--- config.mk ---
export PLATFORM = sky130hd
export DESIGN_NAME = multicycle_ctrl_flat
export DESIGN_NICKNAME = d
export VERILOG_FILES = /design/src/rtl/multicycle_ctrl_if.sv /design/src/rtl/multicycle_ctrl.sv /design/src/flat_wrapper.sv
export SDC_FILE = /design/constraint.sdc
export NUM_CORES = 1
export LEC_CHECK = 0
export CAP_MARGIN = 20
export CORE_MARGIN = 1
export CORE_UTILIZATION = 45
export CTS_CLUSTER_SIZE = 24
export DETAILED_ROUTE_END_ITERATION = 6
export DONT_BUFFER_PORTS = 1
export MAX_ROUTING_LAYER = met4
export SYNTH_ARGS = -nofsm -noshare
export SYNTH_HDL_FRONTEND = slang
export SYNTH_SLANG_ARGS = --single-unit
--- constraint.sdc ---
create_clock -name clk -period 2.54 [get_ports clk]
set_input_delay 0.254 -clock clk [delete_from_list [all_inputs] [get_ports clk]]
set_output_delay 0.254 -clock clk [all_outputs]
set_load 0.05 [all_outputs]
--- src/rtl/multicycle_ctrl_if.sv ---
// Shared memory port between the multi-cycle sequencer and the memory system.
// One request is in flight at a time; responses carry an error flag.
interface multicycle_ctrl_if;
  logic mem_req_valid;
  logic mem_req_ready;
  logic mem_req_sel;
  logic mem_req_wen;
  logic mem_resp_valid;
  logic mem_resp_err;

  modport master (
    output mem_req_valid, mem_req_sel, mem_req_wen,
    input  mem_req_ready, mem_resp_valid, mem_resp_err
  );

  modport slave (
    input  mem_req_valid, mem_req_sel, mem_req_wen,
    output mem_req_ready, mem_resp_valid, mem_resp_err
  );
endinterface

--- src/rtl/multicycle_ctrl.sv ---
// NPC multi-cycle sequencer: fetch/decode/exec/mem/writeback over one memory
// port, with response watchdog, retire counter and sticky fault state.
module multicycle_ctrl #(
  parameter int CNT_W   = 32,
  parameter int TO_W    = 16,
  parameter int TIMEOUT = 256
) (
  input  logic               clk,
  input  logic               rst,
  multicycle_ctrl_if.master  mem,
  input  logic               dec_mem_rd_en,
  input  logic               dec_mem_wr_en,
  input  logic               dec_gpr_wr_en,
  input  logic               dec_csr_wr_en,
  input  logic               dec_illegal,
  output logic               ir_wr_en,
  output logic               mdr_wr_en,
  output logic               gpr_wr_en,
  output logic               csr_wr_en,
  output logic               pc_wr_en,
  output logic               fault,
  output logic [2:0]         fault_cause,
  output logic [CNT_W-1:0]   retire_cnt
);

  typedef enum logic [2:0] {
    FETCH_REQ, FETCH_WAIT, DECODE, EXEC, MEM_REQ, MEM_WAIT, WB, FAULT
  } state_t;

  localparam int TO_LAST_I = (TIMEOUT > 0) ? TIMEOUT - 1 : 0;
  localparam logic [TO_W-1:0] TO_LAST = TO_LAST_I[TO_W-1:0];

  state_t           r_state, w_state_nxt;
  logic [2:0]       r_cause, w_cause_nxt;
  logic [TO_W-1:0]  r_wdog;
  logic [CNT_W-1:0] r_retire_cnt;
  logic             r_is_store;
  logic             w_in_wait, w_expire, w_accept;

  assign w_in_wait = (r_state == FETCH_WAIT) || (r_state == MEM_WAIT);
  assign w_accept  = ((r_state == FETCH_REQ) || (r_state == MEM_REQ)) && mem.mem_req_ready;
  assign w_expire  = (TIMEOUT != 0) && w_in_wait && !mem.mem_resp_valid && (r_wdog == TO_LAST);

  always_comb begin
    w_state_nxt       = r_state;
    w_cause_nxt       = r_cause;
    mem.mem_req_valid = 1'b0;
    mem.mem_req_sel   = 1'b0;
    mem.mem_req_wen   = 1'b0;
    ir_wr_en          = 1'b0;
    mdr_wr_en         = 1'b0;
    gpr_wr_en         = 1'b0;
    csr_wr_en         = 1'b0;
    pc_wr_en          = 1'b0;
    fault             = 1'b0;
    fault_cause       = r_cause;
    case (r_state)
      FETCH_REQ: begin
        mem.mem_req_valid = 1'b1;
        if (mem.mem_req_ready) w_state_nxt = FETCH_WAIT;
      end
      FETCH_WAIT: begin
        if (mem.mem_resp_valid) begin
          if (mem.mem_resp_err) begin
            w_state_nxt = FAULT;
            w_cause_nxt = 3'd1;
          end else begin
            ir_wr_en    = 1'b1;
            w_state_nxt = DECODE;
          end
        end else if (w_expire) begin
          w_state_nxt = FAULT;
          w_cause_nxt = 3'd5;
        end
      end
      DECODE: begin
        if (dec_illegal) begin
          w_state_nxt = FAULT;
          w_cause_nxt = 3'd2;
        end else begin
          w_state_nxt = EXEC;
        end
      end
      EXEC: w_state_nxt = (dec_mem_rd_en || dec_mem_wr_en) ? MEM_REQ : WB;
      MEM_REQ: begin
        mem.mem_req_valid = 1'b1;
        mem.mem_req_sel   = 1'b1;
        mem.mem_req_wen   = r_is_store;
        if (mem.mem_req_ready) w_state_nxt = MEM_WAIT;
      end
      MEM_WAIT: begin
        if (mem.mem_resp_valid) begin
          if (mem.mem_resp_err) begin
            w_state_nxt = FAULT;
            w_cause_nxt = r_is_store ? 3'd4 : 3'd3;
          end else begin
            mdr_wr_en   = !r_is_store;
            w_state_nxt = WB;
          end
        end else if (w_expire) begin
          w_state_nxt = FAULT;
          w_cause_nxt = 3'd5;
        end
      end
      WB: begin
        pc_wr_en    = 1'b1;
        gpr_wr_en   = dec_gpr_wr_en;
        csr_wr_en   = dec_csr_wr_en;
        w_state_nxt = FETCH_REQ;
      end
      FAULT: fault = 1'b1;
      default: w_state_nxt = FAULT;
    endcase
    // Hold every output quiet while reset is asserted, whatever the state
    if (rst) begin
      mem.mem_req_valid = 1'b0;
      mem.mem_req_sel   = 1'b0;
      mem.mem_req_wen   = 1'b0;
      ir_wr_en          = 1'b0;
      mdr_wr_en         = 1'b0;
      gpr_wr_en         = 1'b0;
      csr_wr_en         = 1'b0;
      pc_wr_en          = 1'b0;
      fault             = 1'b0;
      fault_cause       = 3'd0;
    end
  end

  always_ff @(posedge clk) begin
    if (rst) begin
      r_state      <= FETCH_REQ;
      r_cause      <= 3'd0;
      r_wdog       <= '0;
      r_retire_cnt <= '0;
      r_is_store   <= 1'b0;
    end else begin
      r_state <= w_state_nxt;
      r_cause <= w_cause_nxt;
      // Both rd and wr set counts as a store
      if (r_state == EXEC) r_is_store <= dec_mem_wr_en;
      if (r_state == WB) r_retire_cnt <= r_retire_cnt + CNT_W'(1);
      if (w_accept)
        r_wdog <= '0;
      else if (w_in_wait && !mem.mem_resp_valid && (r_wdog != '1))
        r_wdog <= r_wdog + TO_W'(1);
    end
  end

  assign retire_cnt = r_retire_cnt;

endmodule

--- src/flat_wrapper.sv ---
// flat-port wrapper written by rule: the top's interface ports become plain ports
module multicycle_ctrl_flat 
#(
  parameter int CNT_W   = 32,
  parameter int TO_W    = 16,
  parameter int TIMEOUT = 256
)
  (clk, rst, dec_mem_rd_en, dec_mem_wr_en, dec_gpr_wr_en, dec_csr_wr_en, dec_illegal, ir_wr_en, mdr_wr_en, gpr_wr_en, csr_wr_en, pc_wr_en, fault, fault_cause, retire_cnt, mem_mem_req_valid, mem_mem_req_sel, mem_mem_req_wen, mem_mem_req_ready, mem_mem_resp_valid, mem_mem_resp_err);
  multicycle_ctrl_if mem_i ();
  input  logic clk;
  input  logic rst;
  input  logic dec_mem_rd_en;
  input  logic dec_mem_wr_en;
  input  logic dec_gpr_wr_en;
  input  logic dec_csr_wr_en;
  input  logic dec_illegal;
  output logic ir_wr_en;
  output logic mdr_wr_en;
  output logic gpr_wr_en;
  output logic csr_wr_en;
  output logic pc_wr_en;
  output logic fault;
  output logic [2:0] fault_cause;
  output logic [CNT_W-1:0] retire_cnt;
  output wire logic [$bits(mem_i.mem_req_valid)-1:0] mem_mem_req_valid;
  output wire logic [$bits(mem_i.mem_req_sel)-1:0] mem_mem_req_sel;
  output wire logic [$bits(mem_i.mem_req_wen)-1:0] mem_mem_req_wen;
  input wire logic [$bits(mem_i.mem_req_ready)-1:0] mem_mem_req_ready;
  input wire logic [$bits(mem_i.mem_resp_valid)-1:0] mem_mem_resp_valid;
  input wire logic [$bits(mem_i.mem_resp_err)-1:0] mem_mem_resp_err;
  assign mem_mem_req_valid = mem_i.mem_req_valid;
  assign mem_mem_req_sel = mem_i.mem_req_sel;
  assign mem_mem_req_wen = mem_i.mem_req_wen;
  assign mem_i.mem_req_ready = mem_mem_req_ready;
  assign mem_i.mem_resp_valid = mem_mem_resp_valid;
  assign mem_i.mem_resp_err = mem_mem_resp_err;
  multicycle_ctrl #(.CNT_W(CNT_W), .TO_W(TO_W), .TIMEOUT(TIMEOUT)) u_core (.clk(clk), .rst(rst), .mem(mem_i), .dec_mem_rd_en(dec_mem_rd_en), .dec_mem_wr_en(dec_mem_wr_en), .dec_gpr_wr_en(dec_gpr_wr_en), .dec_csr_wr_en(dec_csr_wr_en), .dec_illegal(dec_illegal), .ir_wr_en(ir_wr_en), .mdr_wr_en(mdr_wr_en), .gpr_wr_en(gpr_wr_en), .csr_wr_en(csr_wr_en), .pc_wr_en(pc_wr_en), .fault(fault), .fault_cause(fault_cause), .retire_cnt(retire_cnt));
endmodule
==> Word level (Yosys, flattened, before mapping) <==
Index checks and enable logic that the tools add are counted.
{ "classes": {"n_addsub": 2, "n_eq_ne": 14, "n_mux": 41, "reduce_logical": 16} }
{ "op_table": {"columns": ["operator", "n"], "rows": [
  ["two-way mux 3 bit", 15],
  ["adder 32 x 1 -> 32 bit (second input constant)", 1],
  ["two-way mux 1 bit", 23],
  ["one-hot mux 3 bit (7 select lines)", 1],
  ["adder 16 x 1 -> 16 bit (second input constant)", 1],
  ["== test 16 x 8 -> 1 bit (second input constant)", 1],
  ["!= test 16 bit (second input constant)", 1],
  ["== test 3 bit (second input constant)", 4],
  ["one-hot mux 3 bit (3 select lines)", 1],
  ["nonzero test 7 bit", 1],
  ["== test 3 x 2 -> 1 bit (second input constant)", 2],
  ["!= test 2 bit (second input constant)", 3],
  ["!= test 3 bit (second input constant)", 2],
  ["logical AND 1 bit", 4],
  ["AND reduction 4 bit", 1],
  ["OR reduction 2 bit", 2],
  ["== test 3 x 1 -> 1 bit (second input constant)", 1],
  ["zero test 3 bit", 1],
  ["logical OR 1 bit", 3],
  ["AND reduction 3 bit", 1],
  ["nonzero test 3 bit", 1],
  ["zero test 1 bit", 2],
  ["two-way mux 2 bit", 1]
]} }
{ "totals": {"reg_bits": 55, "input_bits": 10, "word_cells": 78} }

==> Depth between registers and ports, before layout <==
{ "logic_depth": {"depth_word": 7, "ltp_mapped": 6} }

==> Worst setup path after synthesis <==
OpenSTA, ideal clock, no wires.
{ "synth_path": {"kind": "flip-flop to output port", "startpoint": "register u_core.r_state[0]", "endpoint": "output port mem_mem_req_wen", "arrival_ns": 2.396, "required_ns": 2.286, "slack_ns": -0.110, "path_stages_with_launch": 5, "n_path_buf": 2, "path_cell_list": "dfxtp_1 > buf_4 > clkbuf_1 > nor3_1 > and3_1"} }
{ "synth_via": {"elab_chain_cells": 3} }
{ "synth_rtl": {"columns": ["item", "line_no", "text"], "rows": [
  ["from (decl)", "multicycle_ctrl.sv:33", "state_t r_state, w_state_nxt;"],
  ["from (signal assigned)", "multicycle_ctrl.sv:137", "r_state <= w_state_nxt;"],
  ["== test 3 bit", "multicycle_ctrl.sv:57", "case (r_state)"],
  ["two-way mux 1 bit", "multicycle_ctrl.sv:57", null],
  ["two-way mux 1 bit", "multicycle_ctrl.sv:115", "if (rst) begin"],
  ["to (decl)", "flat_wrapper.sv:27", "output wire logic [$bits(mem_i.mem_req_wen)-1:0] mem_mem_req_wen;"]
]} }
No other way between the ends.

==> Worst setup path in the final report <==
{ "layout_path": {"startpoint": "register u_core.r_state[0]", "endpoint": "register u_core.r_wdog[15]"} }
{ "layout_via": {"elab_chain_cells": 4, "elab_cells_between_ends": 10} }
{ "layout_rtl": {"columns": ["item", "line_no", "text"], "rows": [
  ["== test 3 bit (tied with other cells)", "multicycle_ctrl.sv:41", "assign w_accept = ((r_state == FETCH_REQ) || (r_state == MEM_REQ)) && mem.mem_req_ready;"],
  ["logical OR 1 bit, on equally long branches", "multicycle_ctrl.sv:41, multicycle_ctrl.sv:40", null],
  ["logical AND 1 bit, on equally long branches", "multicycle_ctrl.sv:41, multicycle_ctrl.sv:144", null],
  ["OR reduction 2 bit (no source line) / logical AND 1 bit (equally long branches)", null, null],
  ["to (signal assigned)", "multicycle_ctrl.sv:145", "r_wdog <= r_wdog + TO_W'(1);"],
  ["to (decl)", "multicycle_ctrl.sv:35", "logic [TO_W-1:0] r_wdog;"]
]} }
Parallel ways exist; a longest one is shown, timed or not.
A chain may end at the register's enable or synchronous reset.

==> metrics.md <==
| Metric | Value |
|---|---|
| Syn Inst Count | `366` |
| CTS tree | `yes` |
| Status | `complete, no violations` |
| Commonest non-fill, non-tap cells in the layout | `dfxtp_1, buf_4, nor2_1` |
| Fin. Hold Viols | `0` |
| GRT Total Usage | `21.3%` |
| RSZ-0062 raised after global routing | `no` |
| Antenna Cells | `0` |
| Clock tree sinks | `55` |
| Remaining antenna violation count | `0` |
| Critical path launch point type | `flop` |
| Clk Latency, worst-skew pair | `roughly 0.31 ns` |
| Rows | `29` |
| Reg2reg path depth | `4` |
| WL per Instance | `~15 µm` |
| Via density | `5.90` |
| Worst-margin pin slew | `0.613 ns` |
| Power density cells | `461 mW/mm²` |
| Residual DRC | `0` |
| Slew Limit Fails | `0` |
| Port buffer count | `0` |
| CP endpoint kind | `flop` |
| Hold path start | `rst` |
| Synth cell types | `43` |
| Largest net degree at the start of global routing | `between 50 and 60` |
| Synth Register Bits | `55` |
| Hold Slack | `0.0245 ns` |
| Synth warn | `0` |
| Synth Net Count | `378` |
| Vias | `between 2000 and 3000` |
| H-tree Lvls | `2` |
| Critical path arrival | `2.52 ns` |
| Synth Area per Inst | `8.04 µm²` |
| Worst min path class | `in2reg` |
| DIE WIDTH | `82.9 µm` |
| Multiplexer share of the synthesized area | `4.97%` |
| RR Endpoint | `u_core.r_wdog[15]` |
| Core box area | `0.00635 mm²` |
| Slew margin rel. | `just under 60%` |
| Chip height | `82.9 µm` |
| Post-synth top area share | `37.4%` |
| Largest family of logic cells by synthesized area | `simple AND/OR/NAND/NOR gates` |
| Crit-path max FO | `14` |
| Complex-gate fraction of the synthesized area | `between 10% and 20%` |
| Routed wire length | `7.00 mm` |
| Finished Layout Cells | `about 480` |
| Filler Cell Count | `608` |
| Final GP Congestion | `0.874` |
| Period utilisation layout | `between 80 and 90%` |
| Iter 0 DRT Violations | `between 100 and 150` |
| Layout cells sized above 1 | `17.8%` |
| Top cell type by total area after synthesis | `dfxtp_1` |
| Io pins | `54` |
| Worst r2r src | `u_core.r_state[0]` |
| Commonest non-fill, non-tap cell in the layout | `dfxtp_1` |
| Worst endpoint required time | `2.78 ns` |
| CTS buffer count | `5` |
| Hold Path Cell Cnt | `1` |
| Post-Synth XOR/XNOR Area | `around 3.0%` |
| Area of the multi-input gates | `roughly 0.0017 mm²` |
| First-pass GRT wire length | `11.9 mm` |
| Peak VDD IR | `0.000337 V` |
| Reg-to-reg slack, setup | `0.26 ns` |
| Final Setup Violations | `0` |
| Vias in the first global route | `~2600` |
| Simple logic cell fraction of the synthesized area | `35.2%` |
| Asr flop ratio synth | `0%` |
| CTS-repair resized insts | `0` |
| Register area | `between 0.001 and 0.0015 mm²` |
| Lkg Pwr | `1.18 nW` |
| Clock Tree Buf Depth | `2` |
| Post-Route Setup TNS | `0 ns` |
| Crit Path Class | `reg2reg` |
| Synth Area in Adders | `0.850%` |
| Ys flop type | `dfxtp_1` |
| Post-synthesis cell area | `approximately 0.0029 mm²` |
| Hold Crit Endpoint | `u_core.r_state[2]` |
| Minimum clock period | `2.28 ns` |
| Clock skew | `0.0124 ns` |
| Grt ovf | `0` |
| FMAX | `0.439 GHz` |
| Layout net count | `just over 400` |
| Post-synth EDFFs | `0` |
| Starting density of the core | `between 40% and 50%` |
| CTS Root Cell | `clkbuf_8` |
| Worst-path clk slew | `0.09 ns` |
| DRT Pass-1 Iters | `4` |
| Post-detail-place hpwl | `4.78 mm` |
| Max cap viols | `0` |
| Post-synthesis sequential area ratio | `between 30 and 40%` |
| Placed Instances | `464` |
| Die area | `0.00687 mm²` |
| P&R area growth vs syn | `17.6%` |
| Antenna violations before repair | `0` |
| Main area contributors after synthesis | `dfxtp_1, a21oi_1, nor2b_1, mux2_2, nor2_1` |
cells in the mapped netlist, types with 2 or more instances:
| library cell | number |
|---|---|
| o31ai_1 | 12 |
| nand3_1 | 20 |
| o21ai_0 | 12 |
| clkbuf_1 | 19 |
| xor2_1 | 5 |
| nor2_1 | 33 |
| nor4_1 | 7 |
| xnor2_1 | 5 |
| dfxtp_1 | 55 |
| or4_1 | 16 |
| a21o_1 | 2 |
| nor3b_1 | 4 |
| a21oi_1 | 29 |
| and4_1 | 5 |
| nand3b_1 | 2 |
| or2_2 | 3 |
| and3_1 | 5 |
| o211ai_1 | 2 |
| nand2b_1 | 2 |
| nand4_1 | 13 |
| a211oi_1 | 2 |
| mux2_2 | 12 |
| ha_1 | 2 |
| nor3_1 | 18 |
| nor2b_1 | 22 |
| and2_1 | 3 |
| nand2_1 | 21 |
| inv_1 | 9 |
| or3_1 | 11 |
| a41oi_1 | 2 |
routing by layer:
layer | GRT usage [%] | part of all wire [%]
met5 | - | 0
met3 | 3.48 | 3.7
met1 | 26.8 | 46
met4 | 7.52 | 1.2
met2 | 34.8 | 49
kinds of logic after synthesis:
| group | count (synthesis) |
|---|---|
| AOI/OAI and AO/OA | 68 |
| xor gates and xnor gates | 10 |
| adders and majority gates | 2 |
| buffers and inverters | 31 |
| DFF | 55 |
| muxes | 13 |
| and+or+nand+nor | 187 |
worst max-delay path, cell delays in order, from the launching register on:
cell and delay (ns):
dfxtp_1 0.40, or3b_4 0.48, or4_1 0.63, or4_1 0.55, a21oi_1 0.14
power breakdown:
part / switching, W / internal (W) / leakage, nW / total, W
clock network: 0.000285 / 0.000319 / 0.0612 / 0.000604
registers: 0.00000675 / 0.000869 / 0.444 / 0.000876
logic: 0.0000733 / 0.0000422 / 0.675 / 0.000116
area by class of cell:
cell class | count | share of cell area, %
multi-input combinational | 280 | 50.1
sequential | 55 | 31.8
timing repair buffer | 46 | 10.9
tap | 77 | 2.78
clock buffer | 6 | 2.38
clock inverter | 2 | 1.01
inverter | 9 | 0.975
registers in the layout, summed over array words and instances (netlist names):
name / flops
u_core.r_wdog: 16
u_core.r_is_store: 1
u_core.r_state: 3
u_core.r_cause: 3
u_core.retire_cnt: 32
worst max-delay path by stage:
stage / from / endpoint / slack, ns / cells past startpoint
after detailed placement: u_core.r_state[0] / u_core.r_wdog[15] / 0.28 / 4
after global placement: u_core.r_state[0] / u_core.r_wdog[15] / 0.37 / 4
after CTS: u_core.r_state[0] / u_core.r_wdog[15] / 0.26 / 4
final: u_core.r_state[0] / u_core.r_wdog[15] / 0.26 / 4
after floorplan: rst / ir_wr_en / -0.09 / 4
after global routing: u_core.retire_cnt[0] / u_core.retire_cnt[28] / 0.14 / 5
through the flow:
step	setup WS, ns	util, %	power (W)	cell area, µm²
floorplan	-0.0874	-	0.000995	2950
global placement	0.373	52.2	0.00100	3320
detailed placement	0.276	52.2	0.00100	3320
CTS	0.264	54.5	0.00161	3460
global route	0.138	54.5	0.00165	3460
finish	0.262	54.5	0.00160	3460
repair_timing:
item / 4_1_cts / 5_1_grt
hold buffers: 3 / 0
hold endpoints to repair: 4 / 0
setup buffers: 0 / 0
(Power assumes the default switching activity.)
